[config.mk]
export PLATFORM = sky130hd
export DESIGN_NAME = logic_analyzer_readout
export DESIGN_NICKNAME = d
export VERILOG_FILES = /design/src/rtl/logic_analyzer_readout_pkg.sv /design/src/rtl/logic_analyzer_readout_skid_fifo.sv /design/src/rtl/logic_analyzer_readout.sv
export SDC_FILE = /design/constraint.sdc
export NUM_CORES = 1
export LEC_CHECK = 0
export BUFFER_PORTS_ARGS = -buffer_cell sky130_fd_sc_hd__buf_4
export CORE_AREA = 2 2 201 104
export CTS_CLUSTER_DIAMETER = 80
export DETAILED_ROUTE_END_ITERATION = 10
export DIE_AREA = 0 0 203 106
export PLACE_DENSITY = 0.54
export SLEW_MARGIN = 10
export SYNTH_ARGS = -nofsm -noshare
export SYNTH_HDL_FRONTEND = slang
export SYNTH_SLANG_ARGS = --single-unit
[constraint.sdc]
create_clock -name clk -period 7.65 [get_ports clk]
set_clock_uncertainty 0.1 [all_clocks]
set_input_delay 0.765 -clock clk [delete_from_list [all_inputs] [get_ports clk]]
set_output_delay 0.765 -clock clk [all_outputs]
set_load 0.01 [all_outputs]
[src/rtl/logic_analyzer_readout_pkg.sv]
// Shared state encoding and parameter legality helpers
// for the logic analyzer readout path.
package logic_analyzer_readout_pkg;

  typedef enum logic [1:0] {
    ST_IDLE  = 2'd0,
    ST_FETCH = 2'd1,
    ST_DRAIN = 2'd2,
    ST_DONE  = 2'd3
  } la_state_e;

  function automatic bit la_latency_ok(input int rl);
    return (rl == 1) || (rl == 2);
  endfunction

  function automatic bit la_depth_ok(input int d);
    return (d >= 4) && ((d & (d - 1)) == 0);
  endfunction

endpackage

[src/rtl/logic_analyzer_readout_skid_fifo.sv]
// Small output buffer for BRAM read data (N entries, any N).
// Ports: push/din in, pop/dout out, full/empty/count, flush.
module readout_skid_fifo #(
  parameter  int W  = 8,
  parameter  int N  = 2,
  localparam int CW = $clog2(N + 1)
) (
  input  logic          clk,
  input  logic          rst_n,
  input  logic          flush,
  input  logic          push,
  input  logic [W-1:0]  din,
  input  logic          pop,
  output logic [W-1:0]  dout,
  output logic          full,
  output logic          empty,
  output logic [CW-1:0] count
);

  localparam int PW = (N > 1) ? $clog2(N) : 1;
  localparam logic [PW-1:0] LAST = PW'(N - 1);
  localparam logic [CW-1:0] CAP  = CW'(N);

  logic [W-1:0]  mem [N];
  logic [PW-1:0] wp;
  logic [PW-1:0] rp;

  function automatic logic [PW-1:0] nxt(
    input logic [PW-1:0] p
  );
    return (p == LAST) ? '0 : p + 1'b1;
  endfunction

  assign dout  = mem[rp];
  assign full  = (count == CAP);
  assign empty = (count == '0);

  always_ff @(posedge clk or negedge rst_n) begin
    if (!rst_n) begin
      wp    <= '0;
      rp    <= '0;
      count <= '0;
      for (int i = 0; i < N; i++)
        mem[i] <= '0;
    end else if (flush) begin
      wp    <= '0;
      rp    <= '0;
      count <= '0;
    end else begin
      if (push) begin
        mem[wp] <= din;
        wp      <= nxt(wp);
      end
      if (pop)
        rp <= nxt(rp);
      count <= count + CW'(push) - CW'(pop);
    end
  end

  a_overflow: assert property (
    @(posedge clk) disable iff (!rst_n)
    !(push && full && !pop && !flush));

  a_underflow: assert property (
    @(posedge clk) disable iff (!rst_n)
    !(pop && empty && !flush));

endmodule

[src/rtl/logic_analyzer_readout.sv]
// Streams all DEPTH capture samples, oldest first, from the
// circular sample BRAM (read port only) to a valid/ready sink.
// Ports: start/abort/base_addr control, busy/done status,
// bram_addr/bram_en/bram_dout, out_* stream with out_ready.
module logic_analyzer_readout
  import logic_analyzer_readout_pkg::*;
#(
  parameter  int DEPTH        = 1024,
  parameter  int WIDTH        = 32,
  parameter  int READ_LATENCY = 1,
  localparam int ADDR_WIDTH   = $clog2(DEPTH)
) (
  input  logic                  clk,
  input  logic                  rst_n,
  input  logic                  start,
  input  logic                  abort,
  input  logic [ADDR_WIDTH-1:0] base_addr,
  output logic                  busy,
  output logic                  done,
  output logic [ADDR_WIDTH-1:0] bram_addr,
  output logic                  bram_en,
  input  logic [WIDTH-1:0]      bram_dout,
  output logic [WIDTH-1:0]      out_data,
  output logic [ADDR_WIDTH-1:0] out_index,
  output logic                  out_last,
  output logic                  out_valid,
  input  logic                  out_ready
);

  localparam int AW  = ADDR_WIDTH;
  localparam int CAP = READ_LATENCY + 1;
  localparam int CW  = $clog2(CAP + 1);
  localparam int EW  = WIDTH + AW + 1;

  localparam logic [AW:0]   DEPTH_W  = (AW + 1)'(DEPTH);
  localparam logic [AW:0]   FINAL_W  = (AW + 1)'(DEPTH - 1);
  localparam logic [AW-1:0] LAST_IDX = AW'(DEPTH - 1);
  localparam logic [CW:0]   CAP_W    = (CW + 1)'(CAP);

  if (!la_latency_ok(READ_LATENCY)) begin : g_bad_lat
    $error("READ_LATENCY must be 1 or 2");
  end

  if (!la_depth_ok(DEPTH)) begin : g_bad_depth
    $error("DEPTH must be a power of two >= 4");
  end

  la_state_e state;

  logic                prev_start;
  logic                start_acc;
  logic                issue;
  logic                pop;
  logic                xfer_last;
  logic [AW-1:0]       rd_ptr;
  logic [AW:0]         issued;
  logic [READ_LATENCY-1:0] fl_vld;
  logic [AW-1:0]       fl_tag [READ_LATENCY];
  logic [CW-1:0]       in_flight;
  logic [CW-1:0]       fifo_count;
  logic [CW:0]         used;
  logic                fifo_full;
  logic                fifo_empty;
  logic [EW-1:0]       fifo_din;
  logic [EW-1:0]       fifo_dout;

  assign start_acc = start && !prev_start &&
                     ((state == ST_IDLE) ||
                      (state == ST_DONE));

  always_comb begin
    in_flight = '0;
    for (int i = 0; i < READ_LATENCY; i++)
      in_flight = in_flight + CW'(fl_vld[i]);
  end

  // A pop this cycle frees its slot for a read issued this
  // cycle, which keeps one sample per cycle in steady state.
  assign pop  = !fifo_empty && out_ready;
  assign used = (CW + 1)'(in_flight) +
                (CW + 1)'(fifo_count) -
                (CW + 1)'(pop);

  assign issue = (state == ST_FETCH) &&
                 (issued < DEPTH_W) &&
                 (used < CAP_W);

  assign bram_en   = issue;
  assign bram_addr = rd_ptr;

  // Each read carries a valid bit and its ordinal; clearing the
  // valid bits on abort squashes data still in the BRAM pipe.
  always_ff @(posedge clk or negedge rst_n) begin
    if (!rst_n) begin
      fl_vld <= '0;
      for (int i = 0; i < READ_LATENCY; i++)
        fl_tag[i] <= '0;
    end else begin
      for (int i = READ_LATENCY - 1; i > 0; i--) begin
        fl_vld[i] <= fl_vld[i-1] && !abort;
        fl_tag[i] <= fl_tag[i-1];
      end
      fl_vld[0] <= issue && !abort;
      fl_tag[0] <= issued[AW-1:0];
    end
  end

  assign fifo_din = {
    (fl_tag[READ_LATENCY-1] == LAST_IDX),
    fl_tag[READ_LATENCY-1],
    bram_dout
  };

  readout_skid_fifo #(
    .W (EW),
    .N (CAP)
  ) u_fifo (
    .clk   (clk),
    .rst_n (rst_n),
    .flush (abort),
    .push  (fl_vld[READ_LATENCY-1]),
    .din   (fifo_din),
    .pop   (pop),
    .dout  (fifo_dout),
    .full  (fifo_full),
    .empty (fifo_empty),
    .count (fifo_count)
  );

  assign out_valid = !fifo_empty;
  assign out_data  = fifo_empty ? '0 : fifo_dout[WIDTH-1:0];
  assign out_index = fifo_empty ? '0 : fifo_dout[WIDTH +: AW];
  assign out_last  = !fifo_empty && fifo_dout[EW-1];
  assign xfer_last = pop && out_last;

  always_ff @(posedge clk or negedge rst_n) begin
    if (!rst_n) begin
      state      <= ST_IDLE;
      prev_start <= 1'b0;
      rd_ptr     <= '0;
      issued     <= '0;
      busy       <= 1'b0;
      done       <= 1'b0;
    end else begin
      prev_start <= start;
      if (abort) begin
        state <= ST_IDLE;
        busy  <= 1'b0;
        done  <= 1'b0;
      end else if (start_acc) begin
        state  <= ST_FETCH;
        rd_ptr <= base_addr;
        issued <= '0;
        busy   <= 1'b1;
        done   <= 1'b0;
      end else begin
        if (issue) begin
          rd_ptr <= rd_ptr + 1'b1;
          issued <= issued + 1'b1;
        end
        unique case (state)
          ST_FETCH: begin
            if (issue && (issued == FINAL_W))
              state <= ST_DRAIN;
          end
          ST_DRAIN: begin
            if (xfer_last) begin
              state <= ST_DONE;
              busy  <= 1'b0;
              done  <= 1'b1;
            end
          end
          ST_IDLE, ST_DONE: ;
        endcase
      end
    end
  end

  // Credits cover in-flight reads, so a full buffer means the
  // BRAM pipe is empty.
  a_credit: assert property (
    @(posedge clk) disable iff (!rst_n)
    !(fifo_full && (in_flight != '0)));

endmodule

* Word level (Yosys, flattened, before mapping) *
Cells that the tools add are included.
Widths: inputs -> output; s select.

operators by class
  $add $sub $neg = 8
  magnitude comparators = 5
  equality and inequality tests = 7
  mux-type cells = 32
  bitwise logic cells = 3
  reductions and logical operators = 26

operators by type and width
  operator               number
  $mux 43                4
  $bwmux 86              1
  $demux 43 s1           1
  $mux 32                1
  $mux 10                3
  $mux 11                2
  $mux 1                 14
  $add 11x1->11 const B  1
  $eq 11x10->1 const B   1
  $lt 11x11->1 const B   1
  $add 10x1->10 const B  1
  $eq 10x10->1 const B   1
  $logic_and 1x1->1      10
  $mux 2                 5
  $reduce_and 2->1       3
  $reduce_bool 2->1      3
  $reduce_bool 3->1      2
  $eq 2x2->1 const B     2
  $ge 2x2->1 const B     2
  $logic_not 2->1        2
  $ne 4x3->1 const B     1
  $ne 4x4->1 const B     1
  $not 1->2              2
  $pmux 2 s2             1
  other kinds (13)       16

word-level totals
  bits in registers = 127
  input bits = 47
  output and inout port bits = 57
  logic and storage cells = 94

* Longest topological paths before layout *
  word-level depth = 11
  mapped depth = 12
  mapped depth without buffers = 11

* Modules after synthesis *
From an unflattened synthesis, not the netlist that was laid out.

unflattened totals
  cell total of the unflattened synthesis = 474
  area total of the unflattened synthesis = 6069.6 µm²

modules (own cells, without submodules)
  module                  times used  cells an instance  area an instance (µm²)  sequential area each (µm²)
  readout_skid_fifo       1           247                3941.3                  2252.2
  logic_analyzer_readout  1           227                2128.3                  925.9

* Least setup slack after synthesis *
OpenSTA, ideal clock, no wires.

  kind = in2out
  start point = in out_ready
  end point = out bram_en
  data arrival time = 2.473 ns
  data required time = 6.785 ns
  setup slack = 4.312 ns
  cell stages on the path = 9
  buffers on the path = 0
  cell sequence = o21ai_0 inv_1 ha_1 inv_1 ha_1 inv_1 fa_1 nand3b_1 nor2_1

between the ends
  word-level cells in the longest chain between the ends = 4

ends and longest elaborated chain
  item                RTL line                      source
  start: declaration  logic_analyzer_readout.sv:27  input logic out_ready
  $logic_and 1x1->1   logic_analyzer_readout.sv:79  assign pop = !fifo_empty && out_ready;
  $sub 3x1->3         logic_analyzer_readout.sv:81  (CW + 1)'(fifo_count) -
  $lt 3x2->1          logic_analyzer_readout.sv:86  (used < CAP_W);
  $logic_and 1x1->1   logic_analyzer_readout.sv:85  (issued < DEPTH_W) &&
  end: declaration    logic_analyzer_readout.sv:21  output logic bram_en,

No other way between the ends.

* Worst setup path in the final report *
  start point = reg u_fifo.count[1]
  end point = out bram_en

between the ends
  word-level cells in the longest chain between the ends = 6
  elaborated cells on any way between the ends = 7
  those cells by class = add/sub: 2; order compare: 1; reduce/logical: 4

ends and longest elaborated chain
  item                                                 RTL line                                source
  start: declaration                                   logic_analyzer_readout_skid_fifo.sv:17  output logic [CW-1:0] count
  start signal: assignment                             logic_analyzer_readout_skid_fifo.sv:56  count <= count + CW'(push) - CW'(pop);
  branches (longest 3 deep; another with $add 1x2->3)  n/a
  $sub 3x1->3 *                                        logic_analyzer_readout.sv:81
  $lt 3x2->1 *                                         logic_analyzer_readout.sv:86
  $logic_and 1x1->1 *                                  logic_analyzer_readout.sv:85

Every way passes the cells marked *.

==> reports/metrics.yaml <==
pwr:
  leakagePower_nw: 3.46
  p_per_area_mw_per_mm2: 338
  max-vdd-ir-drop_mv: 0.153
  power_mw: 2.55
setup_path:
  crit_path_frequent_cell: "inv_1"
  critPathLaunchType: "flip-flop"
  critPathSlowestCell: "fa_1"
  crit_path_max_incr_delay_ps: 580
  path_max_fanout: 8
  path_delay_family: "adder cells"
  path_cells: "o21ai_0, inv_1, ha_1, inv_1, ha_1, inv_1, fa_1, nand3b_1, nor2_1, buf_4"
  crit_required_ps: 6780
  arrival_ps: 3220
  critPathCaptureType: "primary output"
  cp_num_buf_inv: 4
  criticalPathCategory: "flip-flop to primary output"
floorplan:
  num_io_pins: 104
  core_mm2: 0.0200
  row_count: 37
  die_h_um: 106
  die_w_um: 203
  die-area_mm2: 0.0215
  initial_utilization: 0.294
routing:
  finalWirelength_um: 14600
  drc: 0
  dr.first_iter.drc_count: 206
  wl_per_cell_um: 16.8
  vias: 4137
  detail-route-antenna-nets: 0
  vias_per_cell: 4.76
  dr.pass1.iters: 4
sta:
  finalHoldViolCount: 0
  setup_tns_ps: 0
  timing.fmax_mhz: 245
  worstMarginPinSlew_ps: 1180
  finalSetupViolations: 0
  fin_crit_ps: 4090
  drv_slew: 0
  max_slew_margin: 0.213
  fin_crit_sh: 0.534
  rsz0062_at_grt: "no"
clocking:
  max-clock-path-buffers: 2
  clk_pin_slew_ps: 60
  cts_buffers: 17
  cts_setup_buffers: 0
  clk_latency_ps: 410
  htreeDepth: 4
  post_cts_resized: 0
  clockRootBuffer: "clkbuf_16"
  numClockSinks: 127
  cts_tree: "done"
  cts_hold_buffers: 0
grt:
  grt_usage: 0.141
  antenna_found_initial: 0
  grt_max_degree: 71
  grt_pass1_wl_um: 23500
  grt_pass1_vias: 4363
  overflow: 0
placement:
  postPlaceCellArea_mm2: 0.00694
  numPortBuffers: 103
  dp_hpwl_um: 9960
  place_congestion: 0.809
job:
  maxCapViolCount: 0
hold_path:
  hold_path_class: "flip-flop to flip-flop"
synth:
  avgSynthCellArea_um2: 12.2
  synth_top_cell_area_share: 0.543
  yosys-top-cells-area: "dfrtp_1 54%, mux2_2 17%, mux2i_1 7.3%, nor2_1 4.1%, ha_1 1.3%"
  synth-edff-count: 0
  ys.flop_type: "dfrtp_1"
  synth_cells: 479
  ys_ff_latch: 127
  ys_warn_count: 0
  syn_nets: 533
  synthesis.area_mm2: 0.00586
  synth_seq_area_share: 0.543
  yosys.area.top_type: "dfrtp_1"
  synth_cell_types: 53
  synth-async-reset-ratio: 1.00
cells_and_area:
  final_area_mm2: 0.00754
  syn2layout_area_growth_pct: 28.7
  nNetsFinal: 638
  antenna_cells: 0
  drive_gt1_frac: 0.402
run_status:
  outcome: "finished, final reports clean"
-- logic make-up (layout without fill, tap and decap cells) --
| family | Yosys count | after routing | synth area share |
|---|---|---|---|
| xor+xnor | 8 | 8 | 0.0120 |
| compound gates | 42 | 42 | 0.0500 |
| simple gates | 132 | 132 | 0.117 |
| flops | 127 | 127 | 0.543 |
| fa+ha+maj | 7 | 7 | 0.0162 |
| mux | 129 | 129 | 0.239 |
| buf+inv | 34 | 152 | 0.0231 |
-- cell usage after synthesis (5+ instances only) --
cell and n:
nor3_1 7, a21oi_1 11, inv_1 10, nand4_1 8, mux2i_1 43, nand2_1 12
dfrtp_1 127, o21ai_0 7, mux2_2 86, ha_1 6, clkbuf_1 12, nand3_1 8
and3_1 5, nor2_1 64, buf_2 6, buf_1 5
-- sequential cells by signal, indices dropped and copies added (netlist names) --
register / cells
fl_tag: 10
done: 1
u_fifo.wp: 1
fl_vld: 1
u_fifo.count: 2
bram_addr: 10
u_fifo.mem: 86
u_fifo.rp: 1
state: 2
prev_start: 1
busy: 1
issued: 11
-- area by class of cell --
type                    instances  area (µm²)
well taps                     273         342
inverters                      11        41.3
flip-flops and latches        127        3180
clock inverters                14         156
clock buffers                  18         439
fillers                      1950       12400
multi-input cells             318        2560
repair buffers                109         818
-- cells in the final DEF, fill, tap and decap left out, types with 2 or more instances in the layout --
cell type   netlist  routed
nor4_1            2       2
nand4b_1          2       2
a211oi_1          3       3
a31oi_1           3       3
ha_1              6       6
inv_1            10      10
o22a_1            4       4
nand4_1           8       8
mux2_2           86      86
nand2_1          12      12
bufinv_16         0       2
and4_1            3       3
nor2_1           64      63
clkbuf_16         0      17
clkinv_4          0       3
inv_6             0       4
o21a_1            2       2
nand3_1           8       7
o21ai_0           7       7
xor2_1            4       4
a31o_2            2       2
nand3b_1          3       3
a21oi_1          11      11
xnor2_1           4       4
nor4b_2           2       2
or3_1             3       3
clkinvlp_4        0       4
dfrtp_1         127     126
mux2i_1          43      43
nand4bb_1         2       2
nor3_1            7       7
and3_1            5       5
buf_4             0     109
-- worst register-to-register path, cell delays in order, from the launching register on --
cell	delay [ps]
dfrtp_1	480
o21ai_0	360
inv_1	90
ha_1	280
inv_1	60
ha_1	130
inv_1	50
fa_1	580
nand3b_1	300
nor4b_2	570
a311oi_1	170
a211oi_1	250
-- path summary, 6_finish.rpt --
kind	to	slack (ps)	depth (start not counted)	from
max in group asynchronous	bram_addr[1]$_DFFE_PN0P_	5710	2	rst_n
min in group asynchronous	u_fifo.mem[67]$_DFFE_PN0P_	330	1	rst_n
worst min register to register	fl_tag[1]$_DFF_PN0_	320	0	issued[1]$_DFFE_PN0P_
worst max-delay path	bram_en	3560	10	u_fifo.count[1]$_DFF_PN0_
worst max register to register	bram_addr[6]$_DFFE_PN0P_	4150	11	u_fifo.count[1]$_DFF_PN0_
worst min-delay path	fl_tag[1]$_DFF_PN0_	320	0	issued[1]$_DFFE_PN0P_
-- per-stage QoR --
| stage | hold slack (ps) | std cells | worst slack (ps) | utilization |
|---|---|---|---|---|
| 4_1_cts | 321 | 870 | 3510 | 0.378 |
| 6_report | 315 | 870 | 3560 | 0.378 |
| 5_1_grt | 333 | 870 | 3220 | 0.378 |
| 3_3_place_gp | 308 | 838 | 3820 | 0.348 |
| 2_1_floorplan | 280 | 479 | 4310 | - |
| 3_5_place_dp | 308 | 838 | 3800 | 0.348 |
-- where the power goes --
group          internal, mW  total [mW]  switching (mW)
sequential            0.829       0.963           0.134
clock                 0.493       0.807           0.314
combinational         0.374       0.780           0.406
-- routing by layer --
metal	vias up	GRT usage	wire (µm)
li1	1934	-	-
met4	0	0.0443	102
met2	110	0.205	6110
met5	-	0	0
met3	10	0.0380	806
met1	2083	0.204	7580
Power figures use the tool's default switching activity.
